## src/rtl/num_to_ascii_field.sv

```systemverilog
// num_to_ascii_field
//   Sequential binary-to-ASCII converter for the calculator VGA text line.
//   Converts VALUE_W-bit value into an N_DIGITS-character field, decimal
//   (shift-add-3) or hexadecimal, with leading-zero padding and an overflow
//   fill when the value does not fit. ascii/overflow are double-buffered and
//   only change in the cycle where done is high.
//
// Ports
//   clk      : clock, rising edge
//   rst      : synchronous reset, active-high
//   start    : conversion request, sampled only in IDLE
//   mode     : 0 = decimal, 1 = hexadecimal (latched with start)
//   value    : number to convert (latched with start)
//   busy     : high whenever the FSM is not in IDLE
//   done     : one-cycle completion pulse
//   ascii    : result string, MSB byte is the leftmost character
//   overflow : last result did not fit in N_DIGITS
//
// state  | meaning
// IDLE   | waiting for start; outputs hold the last result
// SHIFT  | decimal double-dabble, one value bit per cycle, MSB first
// PAD    | render one digit per cycle into the shadow buffer, left to right
// FINISH | done pulse; ascii/overflow already hold the new result
module num_to_ascii_field #(
  parameter int         VALUE_W  = 16,
  parameter int         N_DIGITS = 6,
  parameter logic [7:0] PAD_CHAR = 8'h20,
  parameter logic [7:0] OVF_CHAR = 8'h23
) (
  input  logic                  clk,
  input  logic                  rst,
  input  logic                  start,
  input  logic                  mode,
  input  logic [VALUE_W-1:0]    value,
  output logic                  busy,
  output logic                  done,
  output logic [8*N_DIGITS-1:0] ascii,
  output logic                  overflow
);

  localparam int D_INT   = (VALUE_W * 3) / 10 + 1;
  localparam int H_INT   = (VALUE_W + 3) / 4;
  localparam int N_REG_A = (D_INT > H_INT) ? D_INT : H_INT;
  // Digit register is wide enough for the full conversion and for the field
  localparam int N_REG   = (N_REG_A > N_DIGITS) ? N_REG_A : N_DIGITS;
  localparam int CNT_W   = $clog2(VALUE_W + 1);
  localparam int IDX_W   = $clog2(N_DIGITS + 1);

  function automatic logic [8*N_DIGITS-1:0] ascii_reset_value();
    logic [8*N_DIGITS-1:0] r;
    for (int i = 0; i < N_DIGITS; i++) r[8*i +: 8] = PAD_CHAR;
    r[7:0] = 8'h30;
    return r;
  endfunction

  localparam logic [8*N_DIGITS-1:0] ASCII_RST = ascii_reset_value();

  typedef enum logic [1:0] {IDLE, SHIFT, PAD, FINISH} state_t;

  state_t                state, state_nxt;
  logic [4*N_REG-1:0]    digits;
  logic [4*N_REG-1:0]    dab;
  logic [4*N_REG-1:0]    hex_load;
  logic [4*H_INT-1:0]    hex_ext;
  logic [VALUE_W-1:0]    val_r;
  logic [CNT_W-1:0]      bit_cnt;
  logic [IDX_W-1:0]      idx;
  logic                  leading;
  logic [8*N_DIGITS-1:0] shadow, shadow_nxt;
  logic [3:0]            cur_digit;
  logic                  emit_pad;
  logic [7:0]            chr;
  logic                  ovf_comb;

  // State register
  always_ff @(posedge clk) begin
    if (rst) state <= IDLE;
    else     state <= state_nxt;
  end

  // Next-state logic
  always_comb begin
    state_nxt = state;
    case (state)
      IDLE:    if (start) state_nxt = mode ? PAD : SHIFT;
      SHIFT:   if (bit_cnt == CNT_W'(1)) state_nxt = PAD;
      PAD:     if (idx == '0) state_nxt = FINISH;
      FINISH:  state_nxt = IDLE;
      default: state_nxt = IDLE;
    endcase
  end

  // Output logic
  always_comb begin
    busy = (state != IDLE);
    done = (state == FINISH);
  end

  // Hex nibbles go straight into the digit register, upper digits zero
  always_comb begin
    hex_ext                 = '0;
    hex_ext[VALUE_W-1:0]    = value;
    hex_load                = '0;
    hex_load[4*H_INT-1:0]   = hex_ext;
  end

  // Add-3 correction on every BCD digit before the shift
  always_comb begin
    dab = digits;
    for (int i = 0; i < N_REG; i++) begin
      if (digits[4*i +: 4] >= 4'd5) dab[4*i +: 4] = digits[4*i +: 4] + 4'd3;
    end
  end

  // Any nonzero digit beyond the field means the value does not fit.
  // The digit register is stable throughout PAD, so this is valid there.
  always_comb begin
    ovf_comb = 1'b0;
    for (int i = N_DIGITS; i < N_REG; i++) begin
      if (digits[4*i +: 4] != 4'd0) ovf_comb = 1'b1;
    end
  end

  // Character for the digit under the PAD scan; index 0 is never padded
  always_comb begin
    cur_digit  = digits[4*idx +: 4];
    emit_pad   = leading && (cur_digit == 4'd0) && (idx != '0);
    if (emit_pad)               chr = PAD_CHAR;
    else if (cur_digit < 4'd10) chr = 8'h30 + {4'h0, cur_digit};
    else                        chr = 8'h37 + {4'h0, cur_digit};
    shadow_nxt                = shadow;
    shadow_nxt[8*idx +: 8]    = chr;
  end

  // Datapath
  always_ff @(posedge clk) begin
    if (rst) begin
      digits   <= '0;
      val_r    <= '0;
      bit_cnt  <= '0;
      idx      <= '0;
      leading  <= 1'b0;
      shadow   <= '0;
      ascii    <= ASCII_RST;
      overflow <= 1'b0;
    end else begin
      case (state)
        IDLE: begin
          if (start) begin
            val_r   <= value;
            leading <= 1'b1;
            idx     <= IDX_W'(N_DIGITS - 1);
            bit_cnt <= CNT_W'(VALUE_W);
            digits  <= mode ? hex_load : '0;
          end
        end
        SHIFT: begin
          digits  <= {dab[4*N_REG-2:0], val_r[VALUE_W-1]};
          val_r   <= val_r << 1;
          bit_cnt <= bit_cnt - CNT_W'(1);
        end
        PAD: begin
          shadow <= shadow_nxt;
          if (!emit_pad) leading <= 1'b0;
          if (idx != '0) begin
            idx <= idx - IDX_W'(1);
          end else begin
            // Load on the edge into FINISH so the result is visible with done
            ascii    <= ovf_comb ? {N_DIGITS{OVF_CHAR}} : shadow_nxt;
            overflow <= ovf_comb;
          end
        end
        default: ;
      endcase
    end
  end

endmodule

```

## config.mk

```make
export PLATFORM = sky130hd
export DESIGN_NAME = num_to_ascii_field
export DESIGN_NICKNAME = d
export VERILOG_FILES = /design/src/rtl/num_to_ascii_field.sv
export SDC_FILE = /design/constraint.sdc
export NUM_CORES = 1
export LEC_CHECK = 0
export BUFFER_PORTS_ARGS = -buffer_cell sky130_fd_sc_hd__buf_2
export CAP_MARGIN = 20
export CORE_MARGIN = 5
export CORE_UTILIZATION = 58
export CTS_CLUSTER_SIZE = 16
export DETAILED_ROUTE_END_ITERATION = 8
export HOLD_SLACK_MARGIN = 0.03
export PLACE_DENSITY_LB_ADDON = 0.1
export SETUP_SLACK_MARGIN = 0.5
export SYNTH_ARGS = -nofsm -noshare
export SYNTH_HDL_FRONTEND = slang
export SYNTH_SLANG_ARGS = --single-unit
```

## constraint.sdc

```tcl
create_clock -name clk -period 3.7 [get_ports clk]
set_input_delay 0.185 -clock clk [delete_from_list [all_inputs] [get_ports clk]]
set_output_delay 0.185 -clock clk [all_outputs]
set_load 0.005 [all_outputs]
```

* Word-level counts from Yosys, hierarchy flattened
Cells that the tools add are included.
Word-level totals: register bits after elaboration 147, input port bits 20, output and inout bits 51, logic and storage cells 80
Operators by class: $add $sub $neg 11, order comparisons 7, eq/ne operators 9, shift-type cells 3, muxes and demuxes 27, bitwise operators 1, reductions and logical operators 14
Operators by type and width (count):
- $bwmux 48 | 1
- $pmux 24 s2 | 1
- $shift 8x34->48 const A | 1
- $shiftx 8x34->48 | 1
- $neg 6->34 | 1
- $mux 16 | 2
- $pmux 16 s2 | 1
- $ge 4x3->1 const B | 6
- $mux 24 | 1
- $shiftx 24x6->4 | 1
- $add 4x2->4 const B | 5
- $mux 4 | 5
- $add 6x4->7 const A | 2
- $mux 7 | 2
- $ne 2x2->1 const B | 5
- $pmux 5 s2 | 1
- $mux 3 | 3
- $reduce_and 3->1 | 3
- $mux 2 | 4
- $pmux 2 s4 | 1
- $pmux 3 s2 | 1
- $reduce_bool 2->1 | 3
- $eq 5x1->1 const B | 1
- $mux 5 | 1
- 15 further kinds | 19

* Logic depth before layout (Yosys ltp)
Gate-level depths: netlist (run 1).
depth in word-level cells 7, depth in mapped cells 12, depth with buffers taken out 9

* Worst setup path before layout (run 1)
OpenSTA, ideal clock, no wires.
path type reg2reg, from register idx[0], to register ascii[0], setup time 0.121 ns, data arrival time 2.532 ns, data required time 3.579 ns, slack 1.046 ns, cell stages (with the launch flop) 13, buffers on the path 3, period minus slack after synthesis 2.654 ns, cell sequence dfxtp_1 -> buf_6 -> buf_2 -> inv_1 -> ha_1 -> ha_1 -> nor2_1 -> and3_1 -> clkbuf_1 -> nand2_1 -> or4_1 -> o21ai_0 -> nor3_1
Between the ends: word-level cells in the longest chain between the ends 7, elaborated cells on any way between the ends 16, classes of those cells 3 x add/sub; 1 x order compare; 3 x shift; 3 x mux; 1 x bitwise; 5 x reduce/logical
RTL lines:
- start, declared | RTL line 67 | logic [IDX_W-1:0] idx;
- start signal, assigned | RTL line 152 | idx <= IDX_W'(N_DIGITS - 1);
- start signal, assigned | RTL line 166 | idx <= idx - IDX_W'(1);
- parallel branches: the longest is 7 deep, another holds $add 6x4->7
- end signal, assigned | RTL line 169 | ascii <= ovf_comb ? {N_DIGITS{OVF_CHAR}} : shadow_nxt;
- end, declared | RTL line 37 | output logic [8*N_DIGITS-1:0] ascii,
Several ways; the timed one is not identified. A chain may end at the register's enable or synchronous reset.

* Worst setup path in the final report (run 1)
from register idx[0], to register shadow[2]
Between the ends: word-level cells in the longest chain between the ends 7, elaborated cells on any way between the ends 14, classes of those cells 3 x add/sub; 1 x order compare; 3 x shift; 3 x mux; 4 x reduce/logical
RTL lines:
- parallel branches: the longest is 6 deep, another holds $add 6x4->7
- $bwmux 48 * | RTL line 132 | shadow_nxt[8*idx +: 8] = chr;
- end signal, assigned | RTL line 163 | shadow <= shadow_nxt;
- end, declared | RTL line 69 | logic [8*N_DIGITS-1:0] shadow, shadow_nxt;
Every way passes the cells marked *.

==> results of run 1 <==
## metrics by stage
step | cell area (um2) | worst slack [ns] | utilization, % | hold slack, ns
3_5_place_dp | 6900 | 0.574 | 63.1 | 0.444
3_3_place_gp | 6900 | 0.690 | 63.1 | 0.436
5_1_grt | 7550 | 0.587 | 69.0 | 0.0549
2_1_floorplan | 6500 | 1.05 | - | 0.344
6_report | 7550 | 0.796 | 69.0 | 0.0526
4_1_cts | 7550 | 0.566 | 69.0 | 0.0362
## path summary, 6_finish.rpt
check	start	to	slack [ns]	cells after the start
worst max-delay path	idx[0]	shadow[2]	0.80	8
worst min register to register	shadow[47]	ascii[47]	0.45	2
worst min-delay path	value[5]	digits[5]	0.05	3
worst max register to register	idx[0]	shadow[2]	0.80	8
## layer usage
layer | global-route usage [%] | up-vias
li1 | - | 2835
met1 | 30.1 | 2683
met2 | 41.1 | 194
met3 | 5.22 | 39
met4 | 10.2 | 0
met5 | 0 | -
## Yosys cell counts (3+ instances only)
cell type / n
a211o_1: 3
a211oi_1: 16
a21oi_1: 79
a21oi_2: 3
a221oi_1: 10
a222oi_1: 6
a22oi_1: 7
a32oi_1: 4
and3_1: 7
buf_1: 3
clkbuf_1: 44
dfxtp_1: 147
ha_1: 23
inv_1: 23
mux2_2: 3
mux2i_1: 27
nand2_1: 139
nand2b_1: 10
nand3_1: 24
nand4_1: 4
nor2_1: 74
nor2b_1: 3
nor3_1: 24
o21ai_0: 38
o22ai_1: 11
or3_1: 4
xnor2_1: 6
xor2_1: 6
## flip-flops by register name, indices dropped and copies added, names as in the netlist
name and flops:
ascii 48, shadow 48, idx 3, leading 1
state 2, bit_cnt 5, digits 24, val_r 16
## timing repair
action	CTS	global route
endpoints found under the hold margin	0	0
setup endpoints to repair	0	23
gates resized for setup	0	1
## area by class of cell
cell class / instances / area share, %
timing repair buffer: 80 / 5.70
inverter: 24 / 1.19
sequential: 147 / 39.0
multi-input combinational: 565 / 43.3
clock buffer: 20 / 6.18
tap: 140 / 2.32
clock inverter: 12 / 2.34
## cells by family (layout without fill, tap and decap cells)
| group | count (synthesis) | after routing | share of synthesized area, % |
|---|---|---|---|
| xor gates and xnor gates | 12 | 12 | 1.62 |
| adders and majority gates | 23 | 23 | 4.43 |
| other | 1 | 1 | 0.0577 |
| muxes | 32 | 32 | 5.12 |
| buffers and inverters | 75 | 136 | 4.58 |
| DFF | 147 | 147 | 45.3 |
| and+or+nand+nor | 303 | 303 | 20.4 |
| AOI/OAI and AO/OA | 194 | 194 | 18.5 |
## layout by cell type, fill, tap and decap left out, drive strengths merged, types with 6 or more instances in the layout
cell type / Yosys / layout
clkbuf: 44 / 20
buf: 7 / 80
nand2b: 10 / 10
a221oi: 11 / 11
a22oi: 7 / 7
a222oi: 6 / 6
and3: 7 / 7
mux2i: 28 / 28
xnor2: 6 / 6
inv: 23 / 24
clkinv: 1 / 6
a211oi: 16 / 16
nand3: 24 / 24
dfxtp: 147 / 147
o22ai: 11 / 11
nor2: 75 / 75
o21ai: 40 / 40
nand2: 139 / 139
a21oi: 82 / 82
ha: 23 / 23
xor2: 6 / 6
nor3: 24 / 24
## where the power goes
part | total, mW | internal (mW) | switching (mW)
clock | 1.83 | 1.18 | 0.653
sequential | 1.98 | 1.79 | 0.195
combinational | 1.58 | 0.569 | 1.01
## worst max-delay path: stages, from the launching register on
cell and delay (ns):
dfxtp_2 0.60, mux2i_1 0.25, o22ai_1 0.09, a21oi_1 0.47, ha_1 0.27, a21boi_0 0.26, mux2i_2 0.54, nor2_1 0.11
nor3_1 0.21
==> impl_metrics.sql, run 1 <==
INSERT INTO impl_metrics (metric_group, metric, value, unit) VALUES
('power', 'cellLeakagePower', '2.98', 'nW'),
('layout', 'synthesis_to_layout_area_growth', '16.1', '%'),
('setup_path', 'critical_path_required', '4.02', 'ns'),
('global_routing', 'largest_net_degree_at_the_start_of_global_routing', '102', ''),
('layout', 'antennaDiodeCount', '0', ''),
('drt', 'route.antenna.remaining_nets', '0', ''),
('timing', 'fin_crit_sh', '78.5', '%'),
('die', 'die-width', '116', 'um'),
('cts', 'cts_setup_buffers', '0', ''),
('cts', 'clock_sinks', '147', ''),
('placement', 'place_inst', '956', ''),
('die', 'floorplan.core_area', '10900', 'um2'),
('global_routing', 'global_route_wire_length_before_repair', '26100', 'um'),
('drt', 'wl_met3', '889', 'um'),
('logic_synthesis', 'synth_largest_type_area_fraction', '45.3', '%'),
('drt', 'detail_route.iter0.violations', '500', ''),
('timing', 'max_slew.worst_pin.slew', '1.09', 'ns'),
('cts', 'cts_root_buffer', 'clkbuf_16', ''),
('logic_synthesis', 'synth_enable_flop_cells', '0', ''),
('die', 'die_area', '13400', 'um2'),
('timing', 'finalHoldViolations', '0', ''),
('drt', 'avgViaCountPerCell', '5.82', ''),
('placement', 'io_buffer_count', '69', ''),
('timing', 'max_clock_freq', '344', 'MHz'),
('layout', 'final_layout_size_suffix_gt1_share', '15.2', '%'),
('die', 'num_io_pins', '71', ''),
('layout', 'final.fill_count', '906', ''),
('logic_synthesis', 'avgSynthCellArea', '8.26', 'um2'),
('timing', 'final_max_slew_viol_count', '0', ''),
('cts', 'clkSlewWorstSetupHoldPaths', '0.06', 'ns'),
('placement', 'place_hpwl', '10500', 'um'),
('placement', 'finalWeightedCongestion', '0.861', ''),
('hold_path', 'worstHoldPathType', 'primary input to register', ''),
('drt', 'route.met2.wl', '7800', 'um'),
('layout', 'layoutNonFillerInstCount', '988', ''),
('setup_path', 'path_class', 'register to register', ''),
('logic_synthesis', 'post_synth_inst_count', '787', ''),
('drt', 'maxUsedRoutingLayer', 'met4', ''),
('timing', 'timing.final.crit_period', '2.90', 'ns'),
('layout', 'multi_input_area', '3270', 'um2'),
('drt', 'post_route_met1_wirelength', '6620', 'um'),
('timing', 'skew', '0.00712', 'ns'),
('global_routing', 'grt_remaining_overflow', '0', ''),
('outcome', 'run_status', 'finished clean', ''),
('cts', 'tritoncts.num_buffers', '17', ''),
('logic_synthesis', 'ys_top_cells_by_area', 'dfxtp_1, nand2_1, a21oi_1', ''),
('power', 'vdd_ir_drop_max', '0.421', 'mV'),
('setup_path', 'worstPathMaxFanout', '18', ''),
('logic_synthesis', 'ys_seq_area_share', '45.3', '%'),
('timing', 'fin_setup_tns', '0', 'ns'),
('flow_run', 'max-cap-violations', '0', ''),
('logic_synthesis', 'synth_async_sr_flop_share', '0', '%'),
('logic_synthesis', 'number_of_library_cell_types_mapped_by_synthesis', '59', ''),
('drt', 'remaining_drc_errors', '0', ''),
('setup_path', 'critical_path.startpoint_type', 'register', ''),
('drt', 'detailroute.via_count', '5751', ''),
('logic_synthesis', 'yosys_most_used_dff', 'dfxtp_1', ''),
('power', 'pwr_density_cell', '715', 'nW/um2'),
('setup_path', 'worst_setup_path_end_kind', 'register', ''),
('logic_synthesis', 'syn_area', '6500', 'um2'),
('global_routing', 'grt_util_all_layers', '24.3', '%'),
('die', 'floorplan.initialDensity', '59.4', '%'),
('cts', 'cts_hold_repair.buffers', '0', ''),
('logic_synthesis', 'yosysTopAreaCell', 'dfxtp_1', ''),
('timing', 'slew_headroom', '27.5', '%'),
('cts', 'tritoncts', 'yes', ''),
('die', 'fp.dieH', '116', 'um'),
('timing', 'setup_viol', '0', ''),
('layout', 'final-seq-area', '2940', 'um2'),
('cts', 'htree_num_levels', '4', ''),
('power', 'fin_total_pwr', '5.39', 'mW'),
('global_routing', 'initial_antenna_violation_count', '0', ''),
('cts', 'insertion_delay', '0.42', 'ns'),
('die', 'floorplan.rows', '38', ''),
('logic_synthesis', 'yosys_warnings', '0', ''),
('logic_synthesis', 'postSynthRegisterBits', '147', ''),
('setup_path', 'data_arrival_time_of_the_critical_path', '3.22', 'ns'),
('drt', 'avgRoutedWirePerCell', '15.9', 'um'),
('timing', 'rsz_0062_raised_after_global_routing', 'false', ''),
('global_routing', 'grt_pass1_vias', '5417', ''),
('drt', 'route.final.wire_length', '15700', 'um'),
('drt', 'drtPass1Iterations', '5', ''),
('layout', 'nets', '878', ''),
('cts', 'clockBufferDepth', '2', ''),
('logic_synthesis', 'mappedNetlistNets', '830', '');
(Power assumes the default switching activity.)
==> inputs of run 2 (changes only) <==
- CORE_UTILIZATION: 58 -> 53
- clock period: 3.7 -> 2.35 ns (I/O delays scaled with it)
==> run 2 against run 1 <==
Net effect: total power is 91% higher; flip-flop and latch count unchanged; via count grew 9.2%; largest power group is now combinational logic.
==> impl_metrics.sql, run 2 (synthesis gave the netlist of run 1 again) <==
INSERT INTO impl_metrics (metric_group, metric, value, unit) VALUES
('drt', 'detailroute.via_count', '6280', ''),
('timing', 'skew', '0.00738', 'ns'),
('power', 'total_switching_power', '3.83', 'mW'),
('die', 'floorplan.initialDensity', '54.1', '%'),
('power', 'swShare', '37.2', '%'),
('setup_path', 'r2r_start', 'idx[0]', ''),
('timing', 'setup_viol', '0', ''),
('layout', 'layout_common_cells', 'dfxtp_1, nand2_1, buf_2, a21oi_1, nor2_1', ''),
('timing', 'max_slew.worst_pin.slew', '0.839', 'ns'),
('layout', 'top_regs', 'ascii x48, shadow x48, digits x24', ''),
('global_routing', 'global_route_wire_length_before_repair', '28400', 'um'),
('power', 'cellLeakagePower', '3.51', 'nW'),
('hold_path', 'hold_end', 'val_r[13]', ''),
('setup_path', 'critical_path_required', '2.72', 'ns'),
('power', 'fin_total_pwr', '10.3', 'mW'),
('layout', 'layout_commonest_cell', 'dfxtp_1', ''),
('global_routing', 'largest_net_degree_at_the_start_of_global_routing', '77', ''),
('timing', 'slew_headroom', '44.1', '%'),
('setup_path', 'worstPathMaxFanout', '6', ''),
('cts', 'clock_sinks', '147', ''),
('layout', 'antennaDiodeCount', '0', ''),
('drt', 'remaining_drc_errors', '0', ''),
('global_routing', 'initial_antenna_violation_count', '0', ''),
('die', 'floorplan.rows', '40', ''),
('drt', 'route.final.wire_length', '18900', 'um'),
('setup_path', 'worst_setup_path_end_kind', 'register', ''),
('power', 'pwr_density_cell', '1150', 'nW/um2'),
('layout', 'synthesis_to_layout_area_growth', '37.5', '%'),
('setup_path', 'data_arrival_time_of_the_critical_path', '2.65', 'ns'),
('power', 'vdd_ir_drop_max', '0.647', 'mV'),
('hold_path', 'worstHoldStart', 'value[13]', ''),
('power', 'p_int', '6.47', 'mW'),
('hold_path', 'min_path_cells', '3', ''),
('drt', 'drtPass1Iterations', '5', ''),
('cts', 'tritoncts', 'yes', ''),
('die', 'die_area', '14600', 'um2'),
('setup_path', 'path_class', 'register to register', ''),
('timing', 'timing.final.crit_period', '2.29', 'ns'),
('outcome', 'run_status', 'finished clean', ''),
('layout', 'final_layout_size_suffix_gt1_share', '30.7', '%'),
('global_routing', 'grt_util_all_layers', '24.1', '%'),
('timing', 'final_max_slew_viol_count', '0', ''),
('timing', 'rsz_0062_raised_after_global_routing', 'true', ''),
('die', 'fp.dieH', '121', 'um'),
('global_routing', 'grt_remaining_overflow', '0', ''),
('setup_path', 'critical_path.startpoint_type', 'register', ''),
('drt', 'avgViaCountPerCell', '5.80', ''),
('setup_path', 'rr_worst_depth', '8', ''),
('placement', 'place_hpwl', '11200', 'um'),
('setup_path', 'r2r_end', 'ascii[5]', ''),
('timing', 'max_clock_freq', '437', 'MHz'),
('timing', 'fin_setup_tns', '0', 'ns'),
('drt', 'detail_route.iter0.violations', '362', ''),
('drt', 'route.antenna.remaining_nets', '0', ''),
('power', 'power_frac_seq', '30.3', '%'),
('cts', 'tritoncts.num_buffers', '17', ''),
('die', 'num_io_pins', '71', ''),
('setup_path', 'worst_reg2reg_setup_slack', '0.06', 'ns'),
('placement', 'finalWeightedCongestion', '0.859', ''),
('global_routing', 'grt_pass1_vias', '5980', ''),
('cts', 'htree_num_levels', '4', ''),
('die', 'die-width', '121', 'um'),
('flow_run', 'max-cap-violations', '0', ''),
('hold_path', 'worstHoldPathType', 'primary input to register', ''),
('cts', 'clkSlewWorstSetupHoldPaths', '0.06', 'ns'),
('drt', 'avgRoutedWirePerCell', '17.5', 'um'),
('timing', 'worst_hold_slack', '0.0527', 'ns'),
('cts', 'insertion_delay', '0.43', 'ns'),
('placement', 'io_buffer_count', '69', ''),
('cts', 'cts_root_buffer', 'clkbuf_16', ''),
('cts', 'clockBufferDepth', '2', ''),
('timing', 'fin_crit_sh', '97.4', '%'),
('power', 'power.combinational.fraction', '43.5', '%'),
('layout', 'nets', '966', ''),
('layout', 'layoutNonFillerInstCount', '1083', ''),
('power', 'clockPowerShare', '26.2', '%'),
('placement', 'place_inst', '994', ''),
('timing', 'finalHoldViolations', '0', ''),
('die', 'floorplan.core_area', '12000', 'um2');
[run 2: cell count changes in the layout (fill, tap and decap cells not counted), sizes merged]
cell	delta
nand3	+2
bufinv	-2
o21ai	+1
inv	+4
buf	+71
dlygate4sd3	+12
[run 2: final cells by class]
| type | instances | area (um2) |
|---|---|---|
| clock buffers | 18 | 439 |
| inverters | 24 | 97.6 |
| well taps | 147 | 184 |
| multi-input cells | 568 | 3770 |
| fillers | 889 | 3070 |
| clock inverters | 14 | 151 |
| flip-flops and latches | 147 | 2960 |
| repair buffers | 165 | 1330 |
[run 2: critical path: stages, from the launching register on]
cell,delay (ns)
dfxtp_4,0.39
mux2_4,0.31
a222oi_1,0.34
buf_4,0.19
nor3b_4,0.31
nor2_4,0.10
buf_4,0.16
a211oi_2,0.25
a211o_1,0.17
[run 2: worst max-delay path by stage]
stage / from / end / slack (ns) / depth (start not counted)
final: idx[0] / ascii[5] / 0.06 / 8
after global routing: idx[0] / ascii[5] / 0.02 / 8
after CTS: idx[0] / shadow[17] / 0.23 / 12
after detailed placement: idx[0] / shadow[33] / 0.02 / 10
after global placement: idx[0] / shadow[33] / 0.09 / 10
after floorplan: idx[0] / ascii[4] / 0.23 / 10
[run 2: layer usage]
layer	share of wire, %	up-vias	global-route usage, %
li1	-	3033	-
met1	40	2982	27.6
met2	51	211	42.9
met3	5.0	54	4.86
met4	3.6	0	11.2
met5	0	-	0
[run 2: through the flow]
stage	utilization, %	setup WS [ns]	area [um2]
2_1_floorplan	-	0.229	6640
3_3_place_gp	60.5	0.0880	7270
3_5_place_dp	60.5	0.0193	7270
4_1_cts	69.5	0.234	8350
5_1_grt	74.4	0.0181	8940
6_report	74.4	0.0603	8940
[run 2: power by group through the flow]
stage / Clock (mW) / Combinational [mW] / Sequential, mW
floorplan: 0 / 2.20 / 3.05
global placement: 0 / 2.89 / 3.11
detailed placement: 0 / 2.98 / 3.13
CTS: 2.73 / 3.53 / 3.10
global route: 2.86 / 4.79 / 3.16
finish: 2.70 / 4.48 / 3.12
[run 2: timing repair]
item,CTS,global route
pin swaps,19,25
resized for setup,60,87
setup buffers,17,20
hold buffers,12,0
cloned,1,7
endpoints found under the hold margin,18,0
setup endpoints to repair,129,104
==> inputs of run 3 (changes only) <==
- RECOVER_POWER: unset -> 50
- SLEW_MARGIN: unset -> 15
==> run 3 against run 2 <==
Net effect: non-clock buffer count unchanged; die area unchanged; clock power about the same; design area decreased by 1.2%; via count about the same; fmax increased by 0.23%; register-to-register slack about the same; setup slack improved by 0.0053 ns; highest routed layer unchanged.
==> impl_metrics.sql, run 3 (synthesis gave the netlist of run 1 again) <==
INSERT INTO impl_metrics (metric_group, metric, value, unit) VALUES
('drt', 'route.antenna.remaining_nets', '0', ''),
('power', 'fin_total_pwr', '10.2', 'mW'),
('drt', 'detail_route.iter0.violations', '407', ''),
('global_routing', 'initial_antenna_violation_count', '0', ''),
('setup_path', 'critical_path.startpoint', 'idx[0]', ''),
('placement', 'place_hpwl', '11200', 'um'),
('setup_path', 'critical_path.startpoint_type', 'register', ''),
('hold_path', 'worstHoldPathType', 'primary input to register', ''),
('die', 'die_area', '14600', 'um2'),
('drt', 'remaining_drc_errors', '0', ''),
('setup_path', 'worstPathMaxFanout', '6', ''),
('timing', 'setup_viol', '0', ''),
('die', 'fp.dieH', '121', 'um'),
('global_routing', 'largest_net_degree_at_the_start_of_global_routing', '77', ''),
('placement', 'dpl-instance-area', '7270', 'um2'),
('setup_path', 'path_class', 'register to register', ''),
('layout', 'nets', '966', ''),
('drt', 'detailroute.via_count', '6275', ''),
('layout', 'final_layout_size_suffix_gt1_share', '27.1', '%'),
('setup_path', 'critical_path_required', '2.71', 'ns'),
('drt', 'avgViaCountPerCell', '5.79', ''),
('setup_path', 'worst_reg2reg_setup_slack', '0.07', 'ns'),
('setup_path', 'r2r_start', 'idx[0]', ''),
('layout', 'synthesis_to_layout_area_growth', '35.8', '%'),
('cts', 'clkSlewWorstSetupHoldPaths', '0.06', 'ns'),
('layout', 'layout_commonest_cell', 'dfxtp_1', ''),
('cts', 'tritoncts', 'yes', ''),
('global_routing', 'grt_pass1_vias', '5980', ''),
('cts', 'cts_root_buffer', 'clkbuf_16', ''),
('layout', 'antennaDiodeCount', '0', ''),
('die', 'floorplan.rows', '40', ''),
('cts', 'tritoncts.num_buffers', '17', ''),
('setup_path', 'r2r_end', 'ascii[5]', ''),
('global_routing', 'grt_remaining_overflow', '0', ''),
('layout', 'layoutNonFillerInstCount', '1083', ''),
('power', 'cellLeakagePower', '3.40', 'nW'),
('timing', 'rsz_0062_raised_after_global_routing', 'true', ''),
('cts', 'clockBufferDepth', '2', ''),
('drt', 'avgRoutedWirePerCell', '17.5', 'um'),
('timing', 'finalHoldViolations', '0', ''),
('layout', 'final_design_area_no_fill', '8830', 'um2'),
('outcome', 'run_status', 'finished clean', ''),
('drt', 'route.final.wire_length', '18900', 'um'),
('flow_run', 'max-cap-violations', '0', ''),
('timing', 'fin_crit_sh', '97.2', '%'),
('layout', 'top_regs', 'ascii x48, shadow x48, digits x24', ''),
('global_routing', 'grt_util_all_layers', '24.1', '%'),
('placement', 'place_inst', '994', ''),
('timing', 'fin_setup_tns', '0', 'ns'),
('die', 'floorplan.initialDensity', '54.1', '%'),
('timing', 'timing.final.crit_period', '2.28', 'ns'),
('global_routing', 'global_route_wire_length_before_repair', '28400', 'um'),
('die', 'die-width', '121', 'um'),
('setup_path', 'data_arrival_time_of_the_critical_path', '2.65', 'ns'),
('drt', 'drtPass1Iterations', '6', ''),
('layout', 'layout_common_cells', 'dfxtp_1, nand2_1, a21oi_1, nor2_1, buf_2', ''),
('timing', 'max_clock_freq', '438', 'MHz'),
('layout', 'fin_util', '73.5', '%'),
('cts', 'insertion_delay', '0.43', 'ns'),
('timing', 'slew_headroom', '43.9', '%'),
('timing', 'skew', '0.00732', 'ns'),
('timing', 'final_max_slew_viol_count', '0', ''),
('cts', 'htree_num_levels', '4', ''),
('setup_path', 'rr_worst_depth', '8', ''),
('power', 'pwr_density_cell', '1150', 'nW/um2'),
('timing', 'max_slew.worst_pin.slew', '0.841', 'ns'),
('placement', 'io_buffer_count', '69', ''),
('power', 'vdd_ir_drop_max', '0.644', 'mV'),
('die', 'num_io_pins', '71', ''),
('setup_path', 'cp-endpoint', 'ascii[5]', ''),
('setup_path', 'worst_setup_path_end_kind', 'register', ''),
('hold_path', 'worstHoldStart', 'value[12]', ''),
('cts', 'clock_sinks', '147', ''),
('placement', 'finalWeightedCongestion', '0.859', ''),
('die', 'floorplan.core_area', '12000', 'um2');
==> run 3: cell count changes in the layout (fill, tap and decap cells not counted), moves of 2 or more <==
cell / delta
buf_1: +2
clkbuf_2: +2
buf_2: -18
buf_4: -9
clkbuf_1: +24
o21ai_2: -2
==> run 3: worst max-delay path: stages, from the launching register on <==
cell and delay, ns:
dfxtp_4 0.39, mux2_4 0.31, a222oi_1 0.34, buf_4 0.19, nor3b_4 0.31, nor2_4 0.10
buf_4 0.16, a211oi_2 0.26, a211o_1 0.16
==> run 3: final cells by class <==
class	count	area (um2)
multi-input combinational	568	3740
fill	920	3180
sequential	147	2950
timing repair buffer	165	1260
clock buffer	18	439
tap	147	184
clock inverter	14	151
inverter	24	97.6
==> run 3: worst min-delay path by stage <==
stage          slack, ns  cells past startpoint         to
2_1_floorplan       0.28                      2  digits[8]
3_3_place_gp        0.39                      3  digits[8]
3_5_place_dp        0.40                      3  digits[8]
4_1_cts             0.04                      3  val_r[13]
5_1_grt             0.07                      3  val_r[13]
6_report            0.06                      3  val_r[12]
==> run 3: stage by stage <==
| step | setup WS (ns) | hold WS (ns) |
|---|---|---|
| 2_1_floorplan | 0.229 | 0.277 |
| 3_3_place_gp | 0.0880 | 0.389 |
| 3_5_place_dp | 0.0193 | 0.397 |
| 4_1_cts | 0.234 | 0.0350 |
| 5_1_grt | 0.0181 | 0.0737 |
| 6_report | 0.0656 | 0.0556 |
==> run 3: timing repair <==
action | in CTS | in global routing
endpoints found under the hold margin | 18 | 0
gates resized for setup | 60 | 87
hold buffers | 12 | 0
cloned | 1 | 7
setup buffers | 17 | 20
pin swaps | 19 | 25
endpoints found under the setup margin | 129 | 104
==> run 3: report_power, final <==
part           internal [mW]  switching, mW
clock                   1.60           1.10
combinational           1.94           2.40
sequential              2.82          0.302
total                   6.37           3.81
==> run 3: layer usage <==
layer / vias up / track usage [%] / share of wire, %
met1: 3006 / 27.6 / 41
met5: - / 0 / 0
met2: 183 / 42.9 / 51
met3: 48 / 4.86 / 4.2
li1: 3038 / - / -
met4: 0 / 11.2 / 3.5
